**config.mk**
```make
export PLATFORM = sky130hd
export DESIGN_NAME = uart_rx_core_flat
export DESIGN_NICKNAME = d
export VERILOG_FILES = /design/src/rtl/uart_rx_core_if.sv /design/src/rtl/uart_rx_core.sv /design/src/flat_wrapper.sv
export SDC_FILE = /design/constraint.sdc
export NUM_CORES = 1
export LEC_CHECK = 0
export ABC_AREA = 1
export ABC_CLOCK_PERIOD_IN_PS = 2000
export CAP_MARGIN = 15
export CORE_MARGIN = 2
export CORE_UTILIZATION = 55
export DETAILED_ROUTE_END_ITERATION = 6
export PLACE_DENSITY = 0.74
export SLEW_MARGIN = 15
export SYNTH_ARGS = -nofsm -noshare
export SYNTH_HDL_FRONTEND = slang
export SYNTH_SLANG_ARGS = --single-unit
export TNS_END_PERCENT = 50
```
**constraint.sdc**
```tcl
create_clock -name clk -period 2 [get_ports clk]
set_input_delay 0.6 -clock clk [delete_from_list [all_inputs] [get_ports clk]]
set_output_delay 0.6 -clock clk [all_outputs]
set_load 0.02 [all_outputs]
```
**src/rtl/uart_rx_core_if.sv**
```systemverilog
// ============================================================================
// Module      : uart_rx_core_if
// Description : Serial-in / byte-out bundle for the 8N1 UART receiver.
//               master = line driver and byte consumer, slave = receiver core.
// Revision    : 1.0 - initial release
// ============================================================================
`default_nettype none

interface uart_rx_core_if;
  logic       rx;
  logic [7:0] rx_byte;
  logic       received;
  logic       recv_error;
  logic       break_det;
  logic       is_receiving;

  modport master (
    output rx,
    input  rx_byte,
    input  received,
    input  recv_error,
    input  break_det,
    input  is_receiving
  );

  modport slave (
    input  rx,
    output rx_byte,
    output received,
    output recv_error,
    output break_det,
    output is_receiving
  );
endinterface

`default_nettype wire

```
**src/rtl/uart_rx_core.sv**
```systemverilog
// ============================================================================
// Module      : uart_rx_core
// Description : 8N1 asynchronous serial receiver with 16x oversampling,
//               3-sample majority vote per bit, stop-bit check and break
//               detection. Good bytes are presented with a one-cycle strobe.
// Revision    : 1.0 - initial release
// ============================================================================
`default_nettype none

module uart_rx_core #(
  parameter int CLK_DIV = 27
) (
  input  wire logic       clk,
  input  wire logic       rst,
  uart_rx_core_if.slave   bus
);

  localparam logic [15:0] c_DIV_LAST = 16'(CLK_DIV - 1);

  typedef enum logic [2:0] {
    S_IDLE      = 3'd0,
    S_START     = 3'd1,
    S_DATA      = 3'd2,
    S_STOP      = 3'd3,
    S_WAIT_IDLE = 3'd4
  } state_t;

  state_t      r_state;
  state_t      w_state_nxt;

  logic        r_rx_meta;
  logic        r_rx_s;
  logic        r_rx_d;
  logic [15:0] r_div;
  logic [3:0]  r_sample_cnt;
  logic [2:0]  r_bit_idx;
  logic [7:0]  r_shift;
  logic        r_s7;
  logic        r_s8;

  logic [7:0]  r_rx_byte;
  logic        r_received;
  logic        r_recv_error;
  logic        r_break_det;
  logic        r_is_receiving;

  logic        w_tick;
  logic        w_fall;
  logic        w_vote;
  logic        w_mid;
  logic        w_end;
  logic        w_restart;
  logic        w_shift_en;
  logic        w_bit_clr;
  logic        w_bit_adv;
  logic        w_rcv;
  logic        w_err;

  assign w_tick = (r_div == c_DIV_LAST);
  assign w_fall = r_rx_d & ~r_rx_s;
  // Third sample is the live synchronized line on the tick where sample_cnt is 9
  assign w_vote = (r_s7 & r_s8) | (r_s7 & r_rx_s) | (r_s8 & r_rx_s);
  assign w_mid  = w_tick && (r_sample_cnt == 4'd9);
  assign w_end  = w_tick && (r_sample_cnt == 4'd15);

  // Two-flop synchronizer plus one delay stage for falling-edge detection
  always_ff @(posedge clk or negedge rst) begin
    if (!rst) begin
      r_rx_meta <= 1'b1;
      r_rx_s    <= 1'b1;
      r_rx_d    <= 1'b1;
    end else begin
      r_rx_meta <= bus.rx;
      r_rx_s    <= r_rx_meta;
      r_rx_d    <= r_rx_s;
    end
  end

  // Oversample tick divider, re-phased to the detected start edge
  always_ff @(posedge clk or negedge rst) begin
    if (!rst) begin
      r_div <= '0;
    end else if (w_restart || w_tick) begin
      r_div <= '0;
    end else begin
      r_div <= r_div + 16'd1;
    end
  end

  // Position within the current bit (0..15), wraps naturally
  always_ff @(posedge clk or negedge rst) begin
    if (!rst) begin
      r_sample_cnt <= '0;
    end else if (w_restart) begin
      r_sample_cnt <= '0;
    end else if (w_tick) begin
      r_sample_cnt <= r_sample_cnt + 4'd1;
    end
  end

  // Capture the first two of the three mid-bit samples
  always_ff @(posedge clk or negedge rst) begin
    if (!rst) begin
      r_s7 <= 1'b1;
      r_s8 <= 1'b1;
    end else if (w_tick) begin
      if (r_sample_cnt == 4'd7) r_s7 <= r_rx_s;
      if (r_sample_cnt == 4'd8) r_s8 <= r_rx_s;
    end
  end

  // Data bit index and LSB-first shift register
  always_ff @(posedge clk or negedge rst) begin
    if (!rst) begin
      r_bit_idx <= '0;
      r_shift   <= '0;
    end else begin
      if (w_bit_clr) begin
        r_bit_idx <= '0;
      end else if (w_bit_adv) begin
        r_bit_idx <= r_bit_idx + 3'd1;
      end
      if (w_shift_en) begin
        r_shift <= {w_vote, r_shift[7:1]};
      end
    end
  end

  // Frame state register
  always_ff @(posedge clk or negedge rst) begin
    if (!rst) begin
      r_state <= S_IDLE;
    end else begin
      r_state <= w_state_nxt;
    end
  end

  // Next-state and per-cycle control decode
  always_comb begin
    w_state_nxt = r_state;
    w_restart   = 1'b0;
    w_shift_en  = 1'b0;
    w_bit_clr   = 1'b0;
    w_bit_adv   = 1'b0;
    w_rcv       = 1'b0;
    w_err       = 1'b0;
    case (r_state)
      S_IDLE: begin
        if (w_fall) begin
          w_restart   = 1'b1;
          w_state_nxt = S_START;
        end
      end
      S_START: begin
        if (w_mid && w_vote) begin
          // Line was high again at mid start bit: treat as a glitch
          w_state_nxt = S_IDLE;
        end else if (w_end) begin
          w_bit_clr   = 1'b1;
          w_state_nxt = S_DATA;
        end
      end
      S_DATA: begin
        if (w_mid) begin
          w_shift_en = 1'b1;
        end
        if (w_end) begin
          if (r_bit_idx == 3'd7) begin
            w_state_nxt = S_STOP;
          end else begin
            w_bit_adv = 1'b1;
          end
        end
      end
      S_STOP: begin
        if (w_mid) begin
          if (w_vote) begin
            // Leave at mid-stop so a back-to-back start edge is not missed
            w_rcv       = 1'b1;
            w_state_nxt = S_IDLE;
          end else begin
            w_err       = 1'b1;
            w_state_nxt = S_WAIT_IDLE;
          end
        end
      end
      S_WAIT_IDLE: begin
        // Hold here while the line is low so a long break is reported once
        if (r_rx_s) begin
          w_state_nxt = S_IDLE;
        end
      end
      default: begin
        w_state_nxt = S_IDLE;
      end
    endcase
  end

  // Registered outputs: strobes, held byte and busy flag
  always_ff @(posedge clk or negedge rst) begin
    if (!rst) begin
      r_rx_byte      <= '0;
      r_received     <= 1'b0;
      r_recv_error   <= 1'b0;
      r_break_det    <= 1'b0;
      r_is_receiving <= 1'b0;
    end else begin
      r_received     <= w_rcv;
      r_recv_error   <= w_err;
      r_break_det    <= w_err && (r_shift == 8'h00);
      r_is_receiving <= (w_state_nxt != S_IDLE);
      if (w_rcv) begin
        r_rx_byte <= r_shift;
      end
    end
  end

  assign bus.rx_byte      = r_rx_byte;
  assign bus.received     = r_received;
  assign bus.recv_error   = r_recv_error;
  assign bus.break_det    = r_break_det;
  assign bus.is_receiving = r_is_receiving;

endmodule

`default_nettype wire

```
**src/flat_wrapper.sv**
```systemverilog
// flat-port wrapper written by rule: the top's interface ports become plain ports
module uart_rx_core_flat 
#(
  parameter int CLK_DIV = 27
)
  (clk, rst, bus_rx, bus_rx_byte, bus_received, bus_recv_error, bus_break_det, bus_is_receiving);
  uart_rx_core_if bus_i ();
  input  wire logic clk;
  input  wire logic rst;
  input wire logic [$bits(bus_i.rx)-1:0] bus_rx;
  output wire logic [$bits(bus_i.rx_byte)-1:0] bus_rx_byte;
  output wire logic [$bits(bus_i.received)-1:0] bus_received;
  output wire logic [$bits(bus_i.recv_error)-1:0] bus_recv_error;
  output wire logic [$bits(bus_i.break_det)-1:0] bus_break_det;
  output wire logic [$bits(bus_i.is_receiving)-1:0] bus_is_receiving;
  assign bus_i.rx = bus_rx;
  assign bus_rx_byte = bus_i.rx_byte;
  assign bus_received = bus_i.received;
  assign bus_recv_error = bus_i.recv_error;
  assign bus_break_det = bus_i.break_det;
  assign bus_is_receiving = bus_i.is_receiving;
  uart_rx_core #(.CLK_DIV(CLK_DIV)) u_core (.clk(clk), .rst(rst), .bus(bus_i));
endmodule
```
==> results of run 1 <==
worst reg2reg max path: stages, from the launching register on:
cell and delay (ns):
dfrtp_1 0.43, inv_1 0.07, ha_1 0.16, nand2_1 0.07, inv_1 0.06, nand2_1 0.07, nor2_4 0.16, nand2_4 0.08
inv_2 0.07, nand4_4 0.25, nand2_1 0.17, o21ai_2 0.06
per-layer routing:
metal / global-route usage (%) / vias up
met2: 33.1 / 24
met4: 7.41 / 0
met1: 28.8 / 966
li1: - / 1026
met5: 0 / -
met3: 4.83 / 11
state kept, by name (all words and copies together) (netlist names):
signal / flops
u_core.r_state: 3
u_core.bus.break_det: 1
u_core.r_rx_meta: 1
u_core.r_rx_s: 1
u_core.r_shift: 8
u_core.r_rx_d: 1
u_core.bus.is_receiving: 1
u_core.r_s8: 1
u_core.bus.rx_byte: 8
u_core.r_bit_idx: 3
u_core.bus.received: 1
u_core.r_div: 16
u_core.bus.recv_error: 1
u_core.r_s7: 1
u_core.r_sample_cnt: 4
cell usage in the layout (no fill, tap or decap), drive strengths merged:
cell type and count:
bufinv 1, nand2 63, clkbuf 5, clkdlybuf4s50 13, nand3b 1, nand3 24, nand4 17, ha 7
a21oi 12, nor2 36, nor3 9, nor4 1, o31ai 1, and3b 1, clkinv 2, xor2 1
nor3b 2, buf 5, dfstp 5, inv 42, dfrtp 46, o21ai 28, and2 1
logic make-up (layout without fill, tap and decap cells):
| group | Yosys count | count (layout) | share of synthesized area [%] |
|---|---|---|---|
| compound gates | 41 | 41 | 10.2 |
| fa+ha+maj | 7 | 7 | 3.35 |
| xor+xnor | 1 | 1 | 0.335 |
| buf+inv | 45 | 68 | 7.13 |
| flops | 51 | 51 | 49.0 |
| simple gates | 155 | 155 | 29.9 |
layout make-up:
| type | instances | area share, % |
|---|---|---|
| clock buffer | 5 | 2.33 |
| timing repair buffer | 18 | 6.02 |
| inverter | 42 | 5.39 |
| clock inverter | 3 | 1.61 |
| sequential | 51 | 43.5 |
| tap | 54 | 2.29 |
| multi-input combinational | 204 | 38.9 |
worst min-delay path by stage:
stage                           from                    to  cells after the start
finish                           rst       u_core.r_div[8]                      2
global route                     rst       u_core.r_div[8]                      2
CTS                              rst       u_core.r_div[4]                      2
detailed placement  u_core.r_rx_meta         u_core.r_rx_s                      0
global placement    u_core.r_rx_meta         u_core.r_rx_s                      0
floorplan                        rst  u_core.bus.break_det                      0
power groups by stage:
| stage | Clock [mW] | Sequential [mW] | Combinational (mW) |
|---|---|---|---|
| floorplan | 0 | 1.22 | 0.291 |
| global placement | 0 | 1.24 | 0.378 |
| detailed placement | 0 | 1.24 | 0.394 |
| CTS | 0.758 | 1.22 | 0.396 |
| global route | 0.786 | 1.23 | 0.463 |
| finish | 0.736 | 1.22 | 0.391 |
==> results_dict.tcl, run 1 <==
set metrics [dict create \
    wl_mm 4.83 \
    post-route-util_pct 63.3 \
    cp_cell_sequence "clkdlybuf4s50_1" \
    pwr-share-clk_pct 31.4 \
    final_cell_area_sq_um 2950 \
    drv_slew 0 \
    vdd_ir_drop_max_mv 0.509 \
    ff2ff_path_depth 11 \
    rsz0062_at_grt "no" \
    wl_met2_mm 2.20 \
    netSwitchingFraction_pct 30.2 \
    io_pins 15 \
    clock_sinks 51 \
    grt_usage_pct 21.1 \
    syn_inst 300 \
    post_cts_buffers 0 \
    drv_cap 0 \
    final.setup.tns_ns 0 \
    hold_viol_final 0 \
    synth_area_leader_cell "dfrtp_1" \
    outcome "complete, no violations" \
    coreArea_sq_um 4660 \
    crit_start "u_core.bus.rx_byte[7]" \
    die_w_um 73.0 \
    regToRegSetupSlack_ns 0.25 \
    nets 332 \
    ctsLongestPathBuffers 2 \
    yosysMostFrequentCell "nand2_1" \
    worstPathArrival_ns 1.29 \
    avgViaCountPerCell 5.38 \
    p_leak_nw 1.43 \
    syn_area_sq_um 2620 \
    cts_made_buffers 5 \
    grt_pass1_wl_mm 8.65 \
    via_count 2027 \
    antenna_cells 0 \
    route.met3.wl_um 131 \
    synth_commonest_cells "58 x nand2_1, 46 x dfrtp_1, 36 x inv_1" \
    preCtsSetupSlack_ns 0.254 \
    dpl_cell_area_sq_um 2830 \
    worst_pin_slew_ns 0.345 \
    ant_nets 0 \
    yosys_warnings 0 \
    cp_top_family "buffers and inverters" \
    die_area_sq_um 5320 \
    slowest_stage "clkdlybuf4s50_1" \
    avgRoutedWirePerCell_um 12.8 \
    period_share_pct 94.4 \
    post-dp-hpwl_mm 3.54 \
    synth_seq_cells 51 \
    antenna_found_initial 0 \
    maxSlewHeadroom_pct 76.9 \
    port_buffers 14 \
    start_kind "flop" \
    cts_tree "yes" \
    seqCellArea_sq_um 1280 \
    ctsResizeCount 0 \
    clk_latency_ns 0.31 \
    synthArstFlopShare_pct 100 \
    reg2reg_to "u_core.bus.rx_byte[4]" \
    cts_root_buffer "clkbuf_8" \
    crit_buf_inv 1 \
    htreeDepth 2 \
    skew_ns 0.00497 \
    end_kind "primary output" \
    grt_max_degree 52 \
    fin_crit_ns 1.89 \
    ys_top_cells_by_area "dfrtp_1 44%, nand2_1 8.3%, o21ai_2 5.4%" \
    die_h_um 73.0 \
    synth_edf_count 0 \
    worst-setup-path-type "reg2out" \
    r2r-start "u_core.r_div[0]" \
    firstDrtPassIters 4 \
    top_layer "met4" \
    cp.depth 1 \
    synth_top_area_share_pct 44.0 \
    holdWs_ns 0.254 \
    worst_slack_ns 0.113 \
    max_stage_delay_ns 0.61 \
    comb_power_share_pct 16.7 \
    placed_cells 369 \
    fmax_mhz 530 \
    mappedNetlistNets 310 \
    path_clk_slew_ns 0.10 \
    power_frac_seq_pct 52.0 \
    required_ns 1.40 \
    synth-main-ff-cell "dfrtp_1" \
    rows 25 \
    n_fill_cell 390 \
    grt_pass1_vias 1964 \
    stdcell_count 377 \
    drt_iter0_markers 146 \
    start_util_pct 56.1 \
    routedLengthMet1_mm 2.41 \
    setup.worst_path.end "bus_rx_byte[7]" \
    p_sw_mw 0.710 \
    area_growth_syn_to_layout_pct 12.8 \
    gp_congestion 0.854 \
    total_power_mw 2.35 \
    syn_area_per_cell_sq_um 8.72 \
    p_per_area_nw_per_um2 796 \
    yosysUniqueCellTypes 33 \
    drive_gt1_share_pct 18.6 \
    multi_input_comb_area_sq_um 1150 \
    cts_hold_repair.buffers 0 \
    crit_path_max_fanout 2 \
    drc_errors 0 \
    yosysSeqAreaShare_pct 49.0 \
    p_int_mw 1.64 \
    setup_viol 0 \
    hold_class "in2async" \
    grt_overflow 0 \
]
No activity file was read; power rests on OpenSTA's default activity.
==> run 2: changes to the inputs <==
Settings changed: ABC_AREA 1 to 0, PLACE_DENSITY 0.74 to 0.75.
==> results_dict.tcl, run 2 <==
set metrics [dict create \
    p_int_mw 1.62 \
    p_per_area_nw_per_um2 851 \
    ctsLongestPathBuffers 2 \
    period_share_pct 95.9 \
    drt_iter0_markers 124 \
    required_ns 1.40 \
    clock_sinks 51 \
    max_stage_delay_ns 0.62 \
    post-dp-hpwl_mm 3.01 \
    worst_pin_slew_ns 0.490 \
    grt_pass1_wl_mm 7.15 \
    htreeDepth 2 \
    yosysUniqueCellTypes 40 \
    via_count 1544 \
    cts_root_buffer "clkbuf_8" \
    ff2ff_path_depth 8 \
    drive_gt1_share_pct 21.5 \
    fmax_mhz 521 \
    die_h_um 69.2 \
    ant_nets 0 \
    synthSimpleGateAreaFrac_pct 21.0 \
    drv_cap 0 \
    die_area_sq_um 4780 \
    synth-compound-area-share_pct 2.52 \
    crit_path_max_fanout 2 \
    pwr-share-clk_pct 26.1 \
    netSwitchingFraction_pct 29.8 \
    post-route-util_pct 66.6 \
    hold_class "in2async" \
    stdcell_count 273 \
    synth_top_area_share_pct 49.3 \
    comb_power_share_pct 20.5 \
    yosys_warnings 0 \
    reg2reg_to "u_core.bus.is_receiving" \
    end_kind "primary output" \
    final_common_cell "dfrtp_1" \
    rows 23 \
    setup_viol 0 \
    synth_edf_count 0 \
    synth_commonest_cells "46 x dfrtp_1, 27 x nor2_1, 13 x nand2_1" \
    yosysMostFrequentCell "dfrtp_1" \
    placed_cells 265 \
    largest_reg_flops 16 \
    synthAdderAreaFrac_pct 4.18 \
    r2r-start "u_core.r_div[0]" \
    synthMuxAreaShare_pct 9.16 \
    avgRoutedWirePerCell_um 14.8 \
    crit_buf_inv 1 \
    worst-setup-path-type "reg2out" \
    start_kind "flop" \
    nets 232 \
    cp_top_family "buffers and inverters" \
    post_cts_buffers 0 \
    die_w_um 69.2 \
    dpl_cell_area_sq_um 2600 \
    layout_common_cells "46 x dfrtp_1, 26 x nor2_1, 13 x nand2_1, 13 x clkdlybuf4s50_1" \
    yosysSeqAreaShare_pct 54.9 \
    rsz0062_at_grt "yes" \
    maxSlewHeadroom_pct 67.4 \
    firstDrtPassIters 4 \
    synth_xor_area_share_pct 6.37 \
    grt_overflow 0 \
    slowest_stage "clkdlybuf4s50_1" \
    path_clk_slew_ns 0.10 \
    coreArea_sq_um 4060 \
    p_leak_nw 1.29 \
    gp_congestion 0.950 \
    clk_latency_ns 0.31 \
    final_cell_area_sq_um 2700 \
    grt_pass1_vias 1621 \
    skew_ns 0.0161 \
    mappedNetlistNets 204 \
    power_frac_seq_pct 53.4 \
    grt_usage_pct 18.9 \
    port_buffers 14 \
    worstPathArrival_ns 1.32 \
    synth_top_family_by_area "simple AND/OR/NAND/NOR gates" \
    wl_mm 4.03 \
    outcome "complete, no violations" \
    synth_seq_cells 51 \
    synthArstFlopShare_pct 100 \
    drc_errors 0 \
    start_util_pct 57.6 \
    drv_slew 0 \
    antenna_found_initial 0 \
    syn_inst 194 \
    hold_viol_final 0 \
    cts_made_buffers 5 \
    vdd_ir_drop_max_mv 0.573 \
    n_fill_cell 313 \
    ys_top_cells_by_area "dfrtp_1 49%, dfstp_2 5.6%, mux2_1 4.8%" \
    syn_area_sq_um 2340 \
    area_growth_syn_to_layout_pct 15.7 \
    avgViaCountPerCell 5.66 \
    fin_crit_ns 1.92 \
    syn_area_per_cell_sq_um 12.0 \
    cp_cell_sequence "clkdlybuf4s50_1" \
    antenna_cells 0 \
    regToRegSetupSlack_ns 0.09 \
    cts_tree "yes" \
    p_sw_mw 0.684 \
    synth_area_leader_cell "dfrtp_1" \
    io_pins 15 \
    synth-main-ff-cell "dfrtp_1" \
    top_register "u_core.r_div" \
    grt_max_degree 32 \
]
run 2: changes by cell type after synthesis, moves of 11 or more:
cell / change
nand2_1: -45
nand4_1: -11
inv_1: -32
nand3_1: -17
o21ai_2: -16
run 2: layer usage:
layer  part of all wire (%)  up-vias  track usage [%]
li1                       -      735                -
met4                    1.7        0             9.15
met2                     51       35             30.6
met3                    4.4        9             5.52
met5                      0        -                0
met1                     43      765             23.1
run 2: timing repair:
| item | in CTS | in global routing |
|---|---|---|
| setup endpoints to repair | 0 | 16 |
| hold buffers | 0 | 0 |
| endpoints found under the hold margin | 0 | 0 |
| resized for setup | 0 | 2 |
run 2: power groups by stage:
stage | registers (mW) | clock network (mW) | logic [mW]
2_1_floorplan | 1.25 | 0 | 0.300
3_5_place_dp | 1.25 | 0 | 0.474
5_1_grt | 1.24 | 0.662 | 0.527
6_report | 1.23 | 0.601 | 0.472
3_3_place_gp | 1.24 | 0 | 0.458
4_1_cts | 1.23 | 0.617 | 0.475
run 2: how the worst max path moves through the flow:
stage                           from                      end  slack, ns  cells after the start
6_report       u_core.bus.rx_byte[5]           bus_rx_byte[5]       0.08                      1
5_1_grt              u_core.r_div[1]  u_core.bus.is_receiving      -0.04                      7
4_1_cts              u_core.r_div[0]    u_core.bus.rx_byte[2]       0.04                      7
3_5_place_dp         u_core.r_div[0]    u_core.bus.rx_byte[2]       0.05                      7
3_3_place_gp         u_core.r_div[1]  u_core.bus.is_receiving       0.12                      7
2_1_floorplan        u_core.r_div[0]  u_core.bus.is_receiving       0.12                      8
run 2: kinds of logic (layout without fill, tap and decap cells):
family / Yosys count / after routing
adder cells (fa/ha/maj): 8 / 8
flip-flops: 51 / 51
buffers and inverters: 8 / 37
multiplexers: 19 / 19
XOR/XNOR: 17 / 17
AND/OR/NAND/NOR: 82 / 82
AO/OA/AOI/OAI: 9 / 9
run 2: stage by stage:
step           worst slack, ns  total power [mW]  hold slack, ns  TNS, ns
2_1_floorplan            0.117              1.56           0.304        0
3_3_place_gp             0.122              1.70           0.346        0
3_5_place_dp            0.0469              1.72           0.348        0
4_1_cts                 0.0447              2.32           0.259        0
5_1_grt                -0.0445              2.43           0.258  -0.0445
6_report                0.0824              2.30           0.237        0
run 2: layout make-up:
class / instances / area [sq um] / area share [%]
repair buffers: 25 / 230 / 8.51
clock inverters: 3 / 25.0 / 0.925
multi-input cells: 135 / 1020 / 37.7
flip-flops and latches: 51 / 1280 / 47.4
well taps: 50 / 62.6 / 2.31
inverters: 4 / 15.0 / 0.555
clock buffers: 5 / 68.8 / 2.55
